===== config.mk =====
export PLATFORM = sky130hd
export DESIGN_NAME = systolic_writeback
export DESIGN_NICKNAME = d
export VERILOG_FILES = /design/src/rtl/systolic_writeback_pkg.sv /design/src/rtl/counter.sv /design/src/rtl/systolic_writeback_sat_trunc.sv /design/src/rtl/systolic_writeback.sv
export SDC_FILE = /design/constraint.sdc
export NUM_CORES = 1
export LEC_CHECK = 0
export ABC_CLOCK_PERIOD_IN_PS = 11700
export CAP_MARGIN = 20
export CORE_AREA = 2 2 114 116
export DETAILED_ROUTE_END_ITERATION = 8
export DIE_AREA = 0 0 116 118
export PLACE_DENSITY = 0.85
export SYNTH_ARGS = -nofsm -noshare
export SYNTH_HDL_FRONTEND = slang
export SYNTH_HIERARCHICAL = 1
export SYNTH_SLANG_ARGS = --single-unit

===== constraint.sdc =====
create_clock -name clk -period 11.7 [get_ports clk]
set_input_delay 3.51 -clock clk [delete_from_list [all_inputs] [get_ports clk]]
set_output_delay 3.51 -clock clk [all_outputs]
set_load 0.005 [all_outputs]

===== src/rtl/systolic_writeback_pkg.sv =====
// Shared types and defaults for the systolic result drain.
// Imported by the drain top and its clamp.
package systolic_writeback_pkg;

  localparam int ADD_WIDTH_D  = 6;
  localparam int ROW_D        = 4;
  localparam int COL_D        = 4;
  localparam int ACC_WIDTH_D  = 32;
  localparam int DATA_WIDTH_D = 16;
  localparam int BASE_ADDR_D  = 32;

  typedef enum logic [1:0] {
    S_IDLE,
    S_CAPTURE,
    S_WRITE,
    S_DONE
  } state_t;

  function automatic longint sat_max(int dw);
    return (longint'(1) <<< (dw - 1)) - 1;
  endfunction

  function automatic longint sat_min(int dw);
    return -(longint'(1) <<< (dw - 1));
  endfunction

  function automatic int cnt_w(int n);
    return (n > 1) ? $clog2(n) : 1;
  endfunction

endpackage


===== src/rtl/counter.sv =====
// Wrapping up-counter with enable, sync clear and carry-out.
// Carry fires on the enabled cycle that wraps from MAX to 0.
module counter #(
  parameter int          W   = 2,
  parameter logic [W-1:0] MAX = '1
) (
  input  logic         clk,
  input  logic         rst,
  input  logic         clr,
  input  logic         en,
  output logic [W-1:0] q,
  output logic         co
);

  assign co = en && (q == MAX);

  // Count on enable, wrap at MAX, clear has priority.
  always_ff @(posedge clk or posedge rst) begin
    if (rst) begin
      q <= '0;
    end else if (clr) begin
      q <= '0;
    end else if (en) begin
      q <= co ? '0 : q + 1'b1;
    end
  end

endmodule


===== src/rtl/systolic_writeback_sat_trunc.sv =====
// Signed clamp of an accumulator value to the RAM word width.
// ovf flags any value that had to be clamped.
import systolic_writeback_pkg::*;

module sat_trunc #(
  parameter int AW = ACC_WIDTH_D,
  parameter int DW = DATA_WIDTH_D
) (
  input  logic [AW-1:0] acc,
  output logic [DW-1:0] dat,
  output logic          ovf
);

  localparam logic signed [AW-1:0] HI = AW'(sat_max(DW));
  localparam logic signed [AW-1:0] LO = AW'(sat_min(DW));

  logic hi_ovf;
  logic lo_ovf;

  assign hi_ovf = $signed(acc) > HI;
  assign lo_ovf = $signed(acc) < LO;
  assign ovf    = hi_ovf || lo_ovf;

  // Clamp out-of-range values; in-range truncation is exact.
  always_comb begin
    dat = acc[DW-1:0];
    unique case (1'b1)
      hi_ovf:  dat = HI[DW-1:0];
      lo_ovf:  dat = LO[DW-1:0];
      default: dat = acc[DW-1:0];
    endcase
  end

endmodule


===== src/rtl/systolic_writeback.sv =====
// Drains ROW x COL array results column by column into RAM.
// Each result is clamped to the RAM word and written serially.
import systolic_writeback_pkg::*;

module systolic_writeback #(
  parameter int ADD_WIDTH  = ADD_WIDTH_D,
  parameter int ROW        = ROW_D,
  parameter int COL        = COL_D,
  parameter int ACC_WIDTH  = ACC_WIDTH_D,
  parameter int DATA_WIDTH = DATA_WIDTH_D,
  parameter int BASE_ADDR  = BASE_ADDR_D,
  localparam int AW = ADD_WIDTH + 1,
  localparam int SW = $clog2(ROW * COL + 1)
) (
  input  logic                     clk,
  input  logic                     rst,
  input  logic                     start,
  input  logic [ROW*ACC_WIDTH-1:0] acc_col,
  output logic                     shift_out,
  input  logic                     ram_busy,
  output logic [AW-1:0]            add_c,
  output logic [DATA_WIDTH-1:0]    din_c,
  output logic                     w_c,
  output logic                     busy,
  output logic                     done,
  output logic [SW-1:0]            sat_cnt
);

  localparam int RW = cnt_w(ROW);
  localparam int CW = cnt_w(COL);

  state_t                 state;
  logic [RW-1:0]          row;
  logic [CW-1:0]          col;
  logic                   row_co;
  logic                   col_co;
  logic                   wr_acc;
  logic                   ovf;
  logic [ACC_WIDTH-1:0]   buf_q [ROW];

  assign wr_acc = (state == S_WRITE) && !ram_busy;
  assign w_c    = wr_acc;
  assign add_c  = AW'(BASE_ADDR)
                + AW'(col) * AW'(ROW)
                + AW'(row);

  counter #(
    .W   (RW),
    .MAX (RW'(ROW - 1))
  ) u_row (
    .clk (clk),
    .rst (rst),
    .clr (state == S_CAPTURE),
    .en  (wr_acc),
    .q   (row),
    .co  (row_co)
  );

  counter #(
    .W   (CW),
    .MAX (CW'(COL - 1))
  ) u_col (
    .clk (clk),
    .rst (rst),
    .clr ((state == S_IDLE) && start),
    .en  (row_co),
    .q   (col),
    .co  (col_co)
  );

  sat_trunc #(
    .AW (ACC_WIDTH),
    .DW (DATA_WIDTH)
  ) u_sat (
    .acc (buf_q[row]),
    .dat (din_c),
    .ovf (ovf)
  );

  // Latch the presented column while the array is told to advance.
  always_ff @(posedge clk or posedge rst) begin
    if (rst) begin
      for (int r = 0; r < ROW; r++) buf_q[r] <= '0;
    end else if (state == S_CAPTURE) begin
      for (int r = 0; r < ROW; r++)
        buf_q[r] <= acc_col[r*ACC_WIDTH +: ACC_WIDTH];
    end
  end

  // Drain sequencing with registered handshake outputs.
  always_ff @(posedge clk or posedge rst) begin
    if (rst) begin
      state     <= S_IDLE;
      shift_out <= 1'b0;
      busy      <= 1'b0;
      done      <= 1'b0;
      sat_cnt   <= '0;
    end else begin
      shift_out <= 1'b0;
      done      <= 1'b0;
      unique case (state)
        S_IDLE: begin
          if (start) begin
            state     <= S_CAPTURE;
            shift_out <= 1'b1;
            busy      <= 1'b1;
            sat_cnt   <= '0;
          end
        end
        S_CAPTURE: begin
          state <= S_WRITE;
        end
        S_WRITE: begin
          if (wr_acc) begin
            if (ovf) sat_cnt <= sat_cnt + SW'(1);
            if (col_co) begin
              state <= S_DONE;
              done  <= 1'b1;
            end else if (row_co) begin
              state     <= S_CAPTURE;
              shift_out <= 1'b1;
            end
          end
        end
        S_DONE: begin
          state <= S_IDLE;
          busy  <= 1'b0;
        end
        default: begin
          state <= S_IDLE;
          busy  <= 1'b0;
        end
      endcase
    end
  end

endmodule


==> results of run 1 <==
## layout make-up
| type | instances | area (µm²) |
|---|---|---|
| well taps | 172 | 215 |
| fillers | 842 | 3630 |
| flip-flops and latches | 142 | 3560 |
| inverters | 7 | 31.3 |
| clock inverters | 6 | 60.1 |
| multi-input cells | 236 | 2750 |
| repair buffers | 165 | 1680 |
| clock buffers | 25 | 495 |
## per-layer routing
| layer | global-route usage | up-vias | part of all wire |
|---|---|---|---|
| met5 | 0 | - | 0 |
| met4 | 0.0938 | 0 | 0.029 |
| met2 | 0.373 | 130 | 0.50 |
| li1 | - | 1849 | - |
| met3 | 0.0767 | 30 | 0.066 |
| met1 | 0.282 | 2107 | 0.41 |
## state kept, by name (all words and copies together) (netlist names)
name,count
shift_out,1
u_row/q,2
done,1
busy,1
buf_q,128
state,2
u_col/q,2
sat_cnt,5
## cell usage in the layout (no fill, tap or decap), types with 5 or more instances in the layout
master	count
mux2_2	28
mux2_1	100
dfrtp_1	140
a21o_1	11
clkdlybuf4s50_1	160
clkbuf_16	17
mux4_2	32
a21o_2	5
inv_1	6
## where the power goes
part / switching (mW) / internal [mW]
sequential: 0.141 / 0.736
combinational: 0.350 / 0.554
clock: 0.194 / 0.313
## Yosys cell counts, drive strengths merged (2+ instances only)
cell type,count,share of area
clkbuf,3,0.0017
a21o,16,0.019
dfrtp,142,0.54
nor3b,3,0.0042
mux2i,2,0.0031
or3b,2,0.0027
nand2b,4,0.0038
nor4,4,0.0038
inv,7,0.0040
nor2,4,0.0023
and2,3,0.0029
a21oi,4,0.0042
conb,2,0.0012
nand4,5,0.0058
mux4,32,0.11
or3,2,0.0019
mux2,128,0.22
and3,2,0.0019
nor2b,3,0.0033
ha,3,0.0058
nand2,2,0.0012
buf,25,0.031
## cell families after synthesis
group	after synthesis	share of synthesized area
AOI/OAI and AO/OA	31	0.0401
buffers and inverters	35	0.0368
muxes	162	0.334
DFF	142	0.544
adders and majority gates	3	0.00575
and+or+nand+nor	37	0.0374
other	2	0.00115
## through the flow
stage	worst slack, ns	hold WS [ns]	total power, mW	util	instances
2_1_floorplan	4.44	0.452	1.46	-	413
4_1_cts	3.37	0.483	2.31	0.706	752
6_report	3.36	0.481	2.29	0.708	753
3_5_place_dp	3.36	0.471	1.79	0.661	721
3_3_place_gp	3.40	0.462	1.73	0.659	720
5_1_grt	3.26	0.494	2.43	0.708	753
## final timing paths
check | depth (start not counted) | slack, ns | to | startpoint
max reg2reg | 8 | 7.54 | sat_cnt[2] | u_row/q[0]
min reg2reg | 1 | 0.48 | buf_q[33] | buf_q[33]
min in group asynchronous | 2 | 3.41 | u_col/q[1] | rst
min | 1 | 0.48 | buf_q[33] | buf_q[33]
max in group asynchronous | 4 | 7.08 | buf_q[88] | rst
max | 3 | 3.36 | w_c | ram_busy
==> impl_results.md, run 1 <==
- Maximum vdd drop: 160 µV
- Clock transition at the registers of the reported paths: 0.05 ns
- Register bit count reported by yosys: 142
- Worst path max stage delay: 0.56 ns
- Crit-path cells: clkdlybuf4s50_1 > nor2_1 > clkdlybuf4s50_1
- I/O pin count: 164
- Worst Path Arrival: 4.83 ns
- CP max FO: 6
- Avg Cell Area, Syn: 15.8 µm²
- Die area: 13,700 µm²
- Row count: 41
- Detailed Routing Iterations Pass 1: 4
- DRC errors left: 0
- Vias/cell: 5.47
- Worst Hold Class: reg2reg
- DP Area: 8200 µm²
- Highest Clock Rate: 120 MHz
- Starting density of the core: 0.526
- Clock Skew: 0.00730 ns
- Initial antenna violation count: 0
- ANT cells: 0
- Asr flop ratio synth: 1.00
- Register area share after synthesis: 0.544
- First-pass GRT wire length: 23.8 mm
- Finished Cell Area: 8790 µm²
- Via count: 4,116
- Synthesized instance count: 412
- H-tree depth: 4
- Setup bufs post-CTS: 0
- Post-synthesis cell area: 6530 µm²
- Worst skew pair latency: 0.42 ns
- Slew headroom: 0.216
- Routed wire per std cell: 19.1 µm
- TNS Setup: 0 ns
- Maxcap violations: 0
- Antenna Violating Nets Remaining: 0
- Hold buffers post-CTS: 0
- Cts bufs inserted: 17
- Pins over their slew limit: 0
- Worst setup SP type: input port
- GRT Util Overall: 0.230
- IO buf count: 160
- Final setup viols: 0
- Most numerous cell on the critical path: clkdlybuf4s50_1
- CTS tree: yes
- Chip width: 116 µm
- Netlist cell types: 45
- Final Critical Period: 8.34 ns
- Critical path buffers and inverters: 2
- Top FF cell, synth: dfrtp_1
- GRT overflow: 0
- Synth Warn #: 6
- Vias in the first global route: 4,536
- Core area: 12,400 µm²
- Detailed placement HPWL: 9.80 mm
- Final Hold Fails: 0
- Number of enable flip-flop cells after synthesis: 0
- Routability Congestion: 0.798
- Clock Root Buffer: clkbuf_16
- Measured slew at the worst slew-check pin: 1.17 ns
- P&R area growth vs syn: 34.6%
- Leakage Power: 3.61 nW
- Crit Path Category: in2out
- Power per cell area: 260 nW/µm²
- Initial drt markers: 226
- Slowest cell on the critical path: clkdlybuf4s50_1
- Share of cells above drive strength 1: 0.186
- CP Capture Type: output pin
- CP top delay family: buffers and inverters
- RSZ-0062 raised after global routing: false
- Worst EP required: 8.19 ns
- Fin crit share: 0.713
- TritonCTS Sinks: 142
- Status: finished, final reports clean
- Final wirelength: 14.4 mm
- CTS Buffer Depth: 2
- Post_cts resized: 0
- Die height: 118 µm
- Largest net degree at the start of global routing: 89
- # nets final: 704
No activity file was read; power rests on OpenSTA's default activity.
==> inputs of run 2 (changes only) <==
--- a/config.mk
+++ b/config.mk
@@ -5,12 +5,12 @@
 export SDC_FILE = /design/constraint.sdc
 export NUM_CORES = 1
 export LEC_CHECK = 0
-export ABC_CLOCK_PERIOD_IN_PS = 11700
+export ABC_CLOCK_PERIOD_IN_PS = 7400
 export CAP_MARGIN = 20
-export CORE_AREA = 2 2 114 116
+export CORE_AREA = 2 2 124 126
 export DETAILED_ROUTE_END_ITERATION = 8
-export DIE_AREA = 0 0 116 118
-export PLACE_DENSITY = 0.85
+export DIE_AREA = 0 0 126 128
+export PLACE_DENSITY = 0.76
 export SYNTH_ARGS = -nofsm -noshare
 export SYNTH_HDL_FRONTEND = slang
 export SYNTH_HIERARCHICAL = 1
==> constraint.sdc (replaced) <==
create_clock -name clk -period 7.4 [get_ports clk]
set_input_delay 2.22 -clock clk [delete_from_list [all_inputs] [get_ports clk]]
set_output_delay 2.22 -clock clk [all_outputs]
set_load 0.005 [all_outputs]
==> run 2 against run 1 <==
Against the previous run:
- via count decreased by 2.2%
- combinational power increased by 54%
- sequential power increased by 62%
- first-iteration DRC count increased by 3.5%
- non-clock buffer count unchanged
- clock power increased by 100%
- core utilization decreased by 11 points
- critical path type is now reg2out
- power increased by 68%
- routed wire length increased by 0.72%
- critical path depth increased by 2
==> impl_results.md, run 2 (synthesis results as in run 1) <==
- Net Sw Frac: 0.285 (-0.0148)
- Worst skew pair latency: 0.42 ns (about the same)
- Die area: 16,100 µm² (+18%)
- Starting density of the core: 0.439 (-0.0866)
- Worst hold slack: 0.480 ns (-0.000831 ns)
- Slowest cell on the critical path: dfrtp_2
- Critical path buffers and inverters: 1 (-1)
- Status: finished, final reports clean
- Clock Root Buffer: clkbuf_16
- Row count: 45 (+9.8%)
- Leakage Power: 3.68 nW (+1.8%)
- Share of cells above drive strength 1: 0.192 (+0.00655)
- CTS Buffer Depth: 2 (unchanged)
- Top reg by flops: buf_q
- TNS Setup: 0 ns (unchanged)
- TritonCTS Sinks: 142 (unchanged)
- Clock Skew: 0.00519 ns (-0.00212 ns)
- GRT Util Overall: 0.190 (-0.0402)
- Core area: 14,900 µm² (+20%)
- Die height: 128 µm (+8.5%)
- Initial antenna violation count: 0 (unchanged)
- CP Capture Type: output pin
- Measured slew at the worst slew-check pin: 1.03 ns (-0.138 ns)
- Slew headroom: 0.310 (+0.0944)
- Commonest non-fill, non-tap cell in the layout: clkdlybuf4s50_1
- Largest regs: buf_q x128, sat_cnt x5
- Sw Pwr: 1.09 mW (+60%)
- Initial drt markers: 234 (+3.5%)
- Worst Hold Class: reg2reg
- Routed wire per std cell: 18.8 µm (-1.5%)
- Crit-path cells: mux4_2 > nor4_1 > a41oi_2 > a21o_2 > clkdlybuf4s50_1
- Final setup viols: 0 (unchanged)
- Cts bufs inserted: 17 (unchanged)
- IO buf count: 160 (unchanged)
- Worst EP required: 5.18 ns (-3.01 ns)
- Comb pwr share: 0.363 (-0.032)
- Post_cts resized: 0 (unchanged)
- Total power draw: 3.84 mW (+68%)
- Setup bufs post-CTS: 0 (unchanged)
- Final Critical Period: 6.09 ns
- Via count: 4,025 (-2.2%)
- Power share of the clock group: 0.268 (+0.046)
- CP max FO: 21 (+15)
- Worst path max stage delay: 0.82 ns (+0.26 ns)
- Detailed Routing Iterations Pass 1: 4 (unchanged)
- Worst setup SP type: flop
- CTS tree: yes
- Clock transition at the registers of the reported paths: 0.06 ns (about the same)
- H-tree depth: 4 (unchanged)
- P_int: 2.75 mW (+71%)
- Seq pwr share: 0.369 (-0.014)
- I/O pin count: 164 (unchanged)
- Antenna Violating Nets Remaining: 0 (unchanged)
- Maxcap violations: 0 (unchanged)
- Most frequent cells in the layout: clkdlybuf4s50_1 (160), dfrtp_1 (140), mux2_1 (100), mux4_2 (32), mux2_2 (28)
- DRC errors left: 0 (unchanged)
- Crit Path Category: reg2out
- Maximum vdd drop: 196 µV (+22%)
- Detailed placement HPWL: 10.2 mm (+4.5%)
- Final Hold Fails: 0 (unchanged)
- Power per cell area: 429 nW/µm² (+65%)
- GRT overflow: 0 (unchanged)
- # nets final: 704 (unchanged)
- Hold buffers post-CTS: 0 (unchanged)
- RSZ-0062 raised after global routing: false
- Chip width: 126 µm (+8.6%)
- Vias/cell: 5.23 (-4.4%)
- Fin crit share: 0.823
- Worst Path Arrival: 3.87 ns (-0.96 ns)
- Highest Clock Rate: 164 MHz
- ANT cells: 0 (unchanged)
- P&R area growth vs syn: 37.2%
- CP top delay family: compound AO/OA/AOI/OAI gates
- Pins over their slew limit: 0 (unchanged)
- Vias in the first global route: 4,459 (-1.7%)
- Largest net degree at the start of global routing: 96 (+7.9%)
- Max reg flops: 128 (unchanged)
- First-pass GRT wire length: 23.2 mm (-2.6%)
- Routability Congestion: 0.751 (-5.9%)
- Final wirelength: 14.5 mm (+0.72%)
[run 2: cell count changes in the layout (fill, tap and decap cells not counted), sizes merged]
cell	change
clkbuf	-7
clkinv	-1
inv	+2
bufinv	+7
[run 2: final cells by class]
class / instances / area, µm²
fill: 1140 / 5910
sequential: 142 / 3560
multi-input combinational: 236 / 2750
timing repair buffer: 165 / 1670
clock buffer: 18 / 429
clock inverter: 14 / 287
tap: 188 / 235
inverter: 7 / 31.3
[run 2: power groups by stage]
| stage | Combinational, mW | Sequential, mW | Clock [mW] |
|---|---|---|---|
| detailed placement | 1.39 | 1.43 | 0 |
| CTS | 1.40 | 1.42 | 1.05 |
| global placement | 1.35 | 1.41 | 0 |
| finish | 1.39 | 1.42 | 1.03 |
| floorplan | 1.01 | 1.29 | 0 |
| global route | 1.52 | 1.47 | 1.08 |
[run 2: worst paths after layout]
kind / startpoint / to / slack, ns / cells after the start
hold / removal: buf_q[36] / buf_q[36] / 0.48 / 1
max in group asynchronous: rst / buf_q[55] / 3.83 / 3
setup / recovery: u_row/q[0] / din_c[9] / 1.31 / 5
hold reg to reg: buf_q[36] / buf_q[36] / 0.48 / 1
min in group asynchronous: rst / u_row/q[0] / 2.12 / 2
setup reg to reg: u_row/q[0] / sat_cnt[2] / 3.52 / 7
[run 2: layer usage]
layer / global-route usage / up-vias / share of wire
li1: - / 1844 / -
met1: 0.233 / 2035 / 0.42
met2: 0.323 / 127 / 0.51
met3: 0.0476 / 19 / 0.052
met4: 0.0763 / 0 / 0.021
met5: 0 / - / 0
[run 2: per-stage QoR]
step / worst slack, ns / std cells / utilization / instance area, µm²
final: 1.31 / 770 / 0.602 / 8950
after global routing: 1.10 / 770 / 0.602 / 8950
after CTS: 1.23 / 768 / 0.600 / 8920
after detailed placement: 1.60 / 736 / 0.552 / 8210
after global placement: 1.67 / 736 / 0.552 / 8210
after floorplan: 1.48 / 413 / - / 6530
==> inputs of run 3 (changes only) <==
--- a/config.mk
+++ b/config.mk
@@ -5,7 +5,7 @@
 export SDC_FILE = /design/constraint.sdc
 export NUM_CORES = 1
 export LEC_CHECK = 0
-export ABC_CLOCK_PERIOD_IN_PS = 7400
+export ABC_CLOCK_PERIOD_IN_PS = 5600
 export CAP_MARGIN = 20
 export CORE_AREA = 2 2 124 126
 export DETAILED_ROUTE_END_ITERATION = 8
==> constraint.sdc (replaced) <==
create_clock -name clk -period 5.6 [get_ports clk]
set_input_delay 1.68 -clock clk [delete_from_list [all_inputs] [get_ports clk]]
set_output_delay 1.68 -clock clk [all_outputs]
set_load 0.005 [all_outputs]
==> run 3 against run 2 <==
Against the previous run:
- setup slack got worse by 0.91 ns
- die area did not move
- via count rose by 2.6%
- combinational power rose by 35%
==> impl_results.md, run 3 (synthesis results as in run 1) <==
- Worst Hold Class: reg2reg
- FF-to-FF Start: u_row/q[0]
- Multi-input combinational cell area: 2750 µm² (unchanged)
- Vias in the first global route: 4,508 (+1.1%)
- Worst Path Arrival: 3.52 ns (-0.35 ns)
- Worst r2r dst: sat_cnt[2]
- Post_cts resized: 0 (unchanged)
- Initial antenna violation count: 0 (unchanged)
- Clock Root Buffer: clkbuf_16
- Max reg flops: 128 (unchanged)
- Initial drt markers: 149 (-36%)
- TritonCTS Sinks: 142 (unchanged)
- Fin crit share: 0.929
- Core area: 14,900 µm² (unchanged)
- Highest Clock Rate: 192 MHz
- Seq pwr share: 0.384 (+0.015)
- P_int: 3.41 mW (+24%)
- Layout fillers: 1,171 (+2.7%)
- Row count: 45 (unchanged)
- Vias/cell: 5.34 (+2.1%)
- Hold buffers post-CTS: 0 (unchanged)
- DRC errors left: 0 (unchanged)
- Most frequent cells in the layout: clkdlybuf4s50_1 (160), dfrtp_1 (140), mux2_1 (100), mux4_2 (32), mux2_2 (28)
- Largest regs: buf_q x128, sat_cnt x5
- Crit Path Category: reg2out
- Chip width: 126 µm (unchanged)
- Number of cells on the worst reg-to-reg path: 8 (+1)
- Sw Pwr: 1.44 mW (+32%)
- GRT overflow: 0 (unchanged)
- # nets final: 708 (+0.57%)
- Routed wire per std cell: 18.8 µm (about the same)
- Pins over their slew limit: 0 (unchanged)
- Leakage Power: 3.64 nW (-0.90%)
- IO buf count: 160 (unchanged)
- CP startpoint: u_row/q[0]
- Worst EP required: 3.92 ns (-1.26 ns)
- Clock transition at the registers of the reported paths: 0.06 ns (about the same)
- Detailed placement HPWL: 10.3 mm (+0.40%)
- Share of cells above drive strength 1: 0.193 (+0.000393)
- Clock Skew: 0.00559 ns (+0.000401 ns)
- Antenna Violating Nets Remaining: 0 (unchanged)
- I/O pin count: 164 (unchanged)
- Detailed Routing Iterations Pass 1: 4 (unchanged)
- Final Critical Period: 5.20 ns
- Commonest non-fill, non-tap cell in the layout: clkdlybuf4s50_1
- Worst hold slack: 0.481 ns (+0.00147 ns)
- ANT cells: 0 (unchanged)
- Cts bufs inserted: 17 (unchanged)
- First-pass GRT wire length: 23.4 mm (+0.92%)
- RSZ-0062 raised after global routing: false
- Top reg by flops: buf_q
- Die height: 128 µm (unchanged)
- R2R Setup Slk: 2.02 ns (-1.50 ns)
- Final setup viols: 0 (unchanged)
- Maxcap violations: 0 (unchanged)
- Worst skew pair latency: 0.41 ns (about the same)
- CTS tree: yes
- Reg area: 3560 µm² (unchanged)
- Routability Congestion: 0.778 (+3.5%)
- GRT Util Overall: 0.190 (+0.000753)
- Via count: 4,131 (+2.6%)
- Setup bufs post-CTS: 0 (unchanged)
- Slew headroom: 0.498 (+0.187)
- Final Hold Fails: 0 (unchanged)
- Critical Path Sink: din_c[9]
- P&R area growth vs syn: 35.8%
- CP Capture Type: output pin
- Hold Crit Start: buf_q[72]
- Power per cell area: 548 nW/µm² (+28%)
- Comb pwr share: 0.385 (+0.022)
- Measured slew at the worst slew-check pin: 0.754 ns (-0.281 ns)
- Starting density of the core: 0.439 (unchanged)
- Net Sw Frac: 0.297 (+0.0122)
- Largest net degree at the start of global routing: 112 (+17%)
- TNS Setup: 0 ns (unchanged)
- H-tree depth: 4 (unchanged)
- Die area: 16,100 µm² (unchanged)
- Worst setup SP type: flop
- CP max FO: 23 (+9.5%)
- Status: finished, final reports clean
- Maximum vdd drop: 225 µV (+14%)
- CTS Buffer Depth: 2 (unchanged)
- Power share of the clock group: 0.231 (-0.037)
- Final wirelength: 14.5 mm (+0.48%)
## run 3: cell types whose count changed in the layout (fill, tap and decap cells not counted), moves of 2 or more
cell,delta
buf_4,+5
bufinv_16,-5
clkbuf_1,+3
clkinv_2,+2
## run 3: worst max-delay path: stages (launching register included)
cell and delay [ns]:
dfrtp_2 0.85, mux4_2 0.60, nor4_1 0.52, a41oi_2 0.20
buf_4 0.26, a21o_2 0.21, clkdlybuf4s50_1 0.45
## run 3: per-stage QoR
step	setup slack (ns)	utilization	std cells	total power, mW	area [µm²]
global placement	0.853	0.553	740	3.66	8230
detailed placement	0.809	0.553	740	3.75	8230
CTS	0.342	0.593	772	4.91	8820
finish	0.398	0.596	774	4.85	8860
global route	0.152	0.596	774	5.17	8860
floorplan	0.224	-	413	3.05	6530
## run 3: layer usage
metal | up-vias | track usage | part of all wire
met4 | 0 | 0.0899 | 0.028
met3 | 24 | 0.0396 | 0.041
li1 | 1857 | - | -
met1 | 2134 | 0.239 | 0.42
met2 | 116 | 0.318 | 0.51
met5 | - | 0 | 0
## run 3: power groups by stage
stage	logic [mW]	registers [mW]	clock network (mW)
floorplan	1.34	1.71	0
global placement	1.81	1.85	0
detailed placement	1.87	1.88	0
CTS	1.89	1.87	1.15
global route	2.03	1.94	1.20
finish	1.87	1.86	1.12
## run 3: final cells by class
class / count / share of cell area
clock buffers: 22 / 0.0512
inverters: 7 / 0.00353
multi-input cells: 236 / 0.310
repair buffers: 169 / 0.192
flip-flops and latches: 142 / 0.401
clock inverters: 10 / 0.0155
well taps: 188 / 0.0265
## run 3: worst min-delay path by stage
| stage | endpoint | depth (start not counted) |
|---|---|---|
| floorplan | buf_q[32] | 1 |
| global placement | buf_q[41] | 1 |
| detailed placement | buf_q[40] | 1 |
| CTS | buf_q[29] | 1 |
| global route | buf_q[70] | 1 |
| finish | buf_q[72] | 1 |
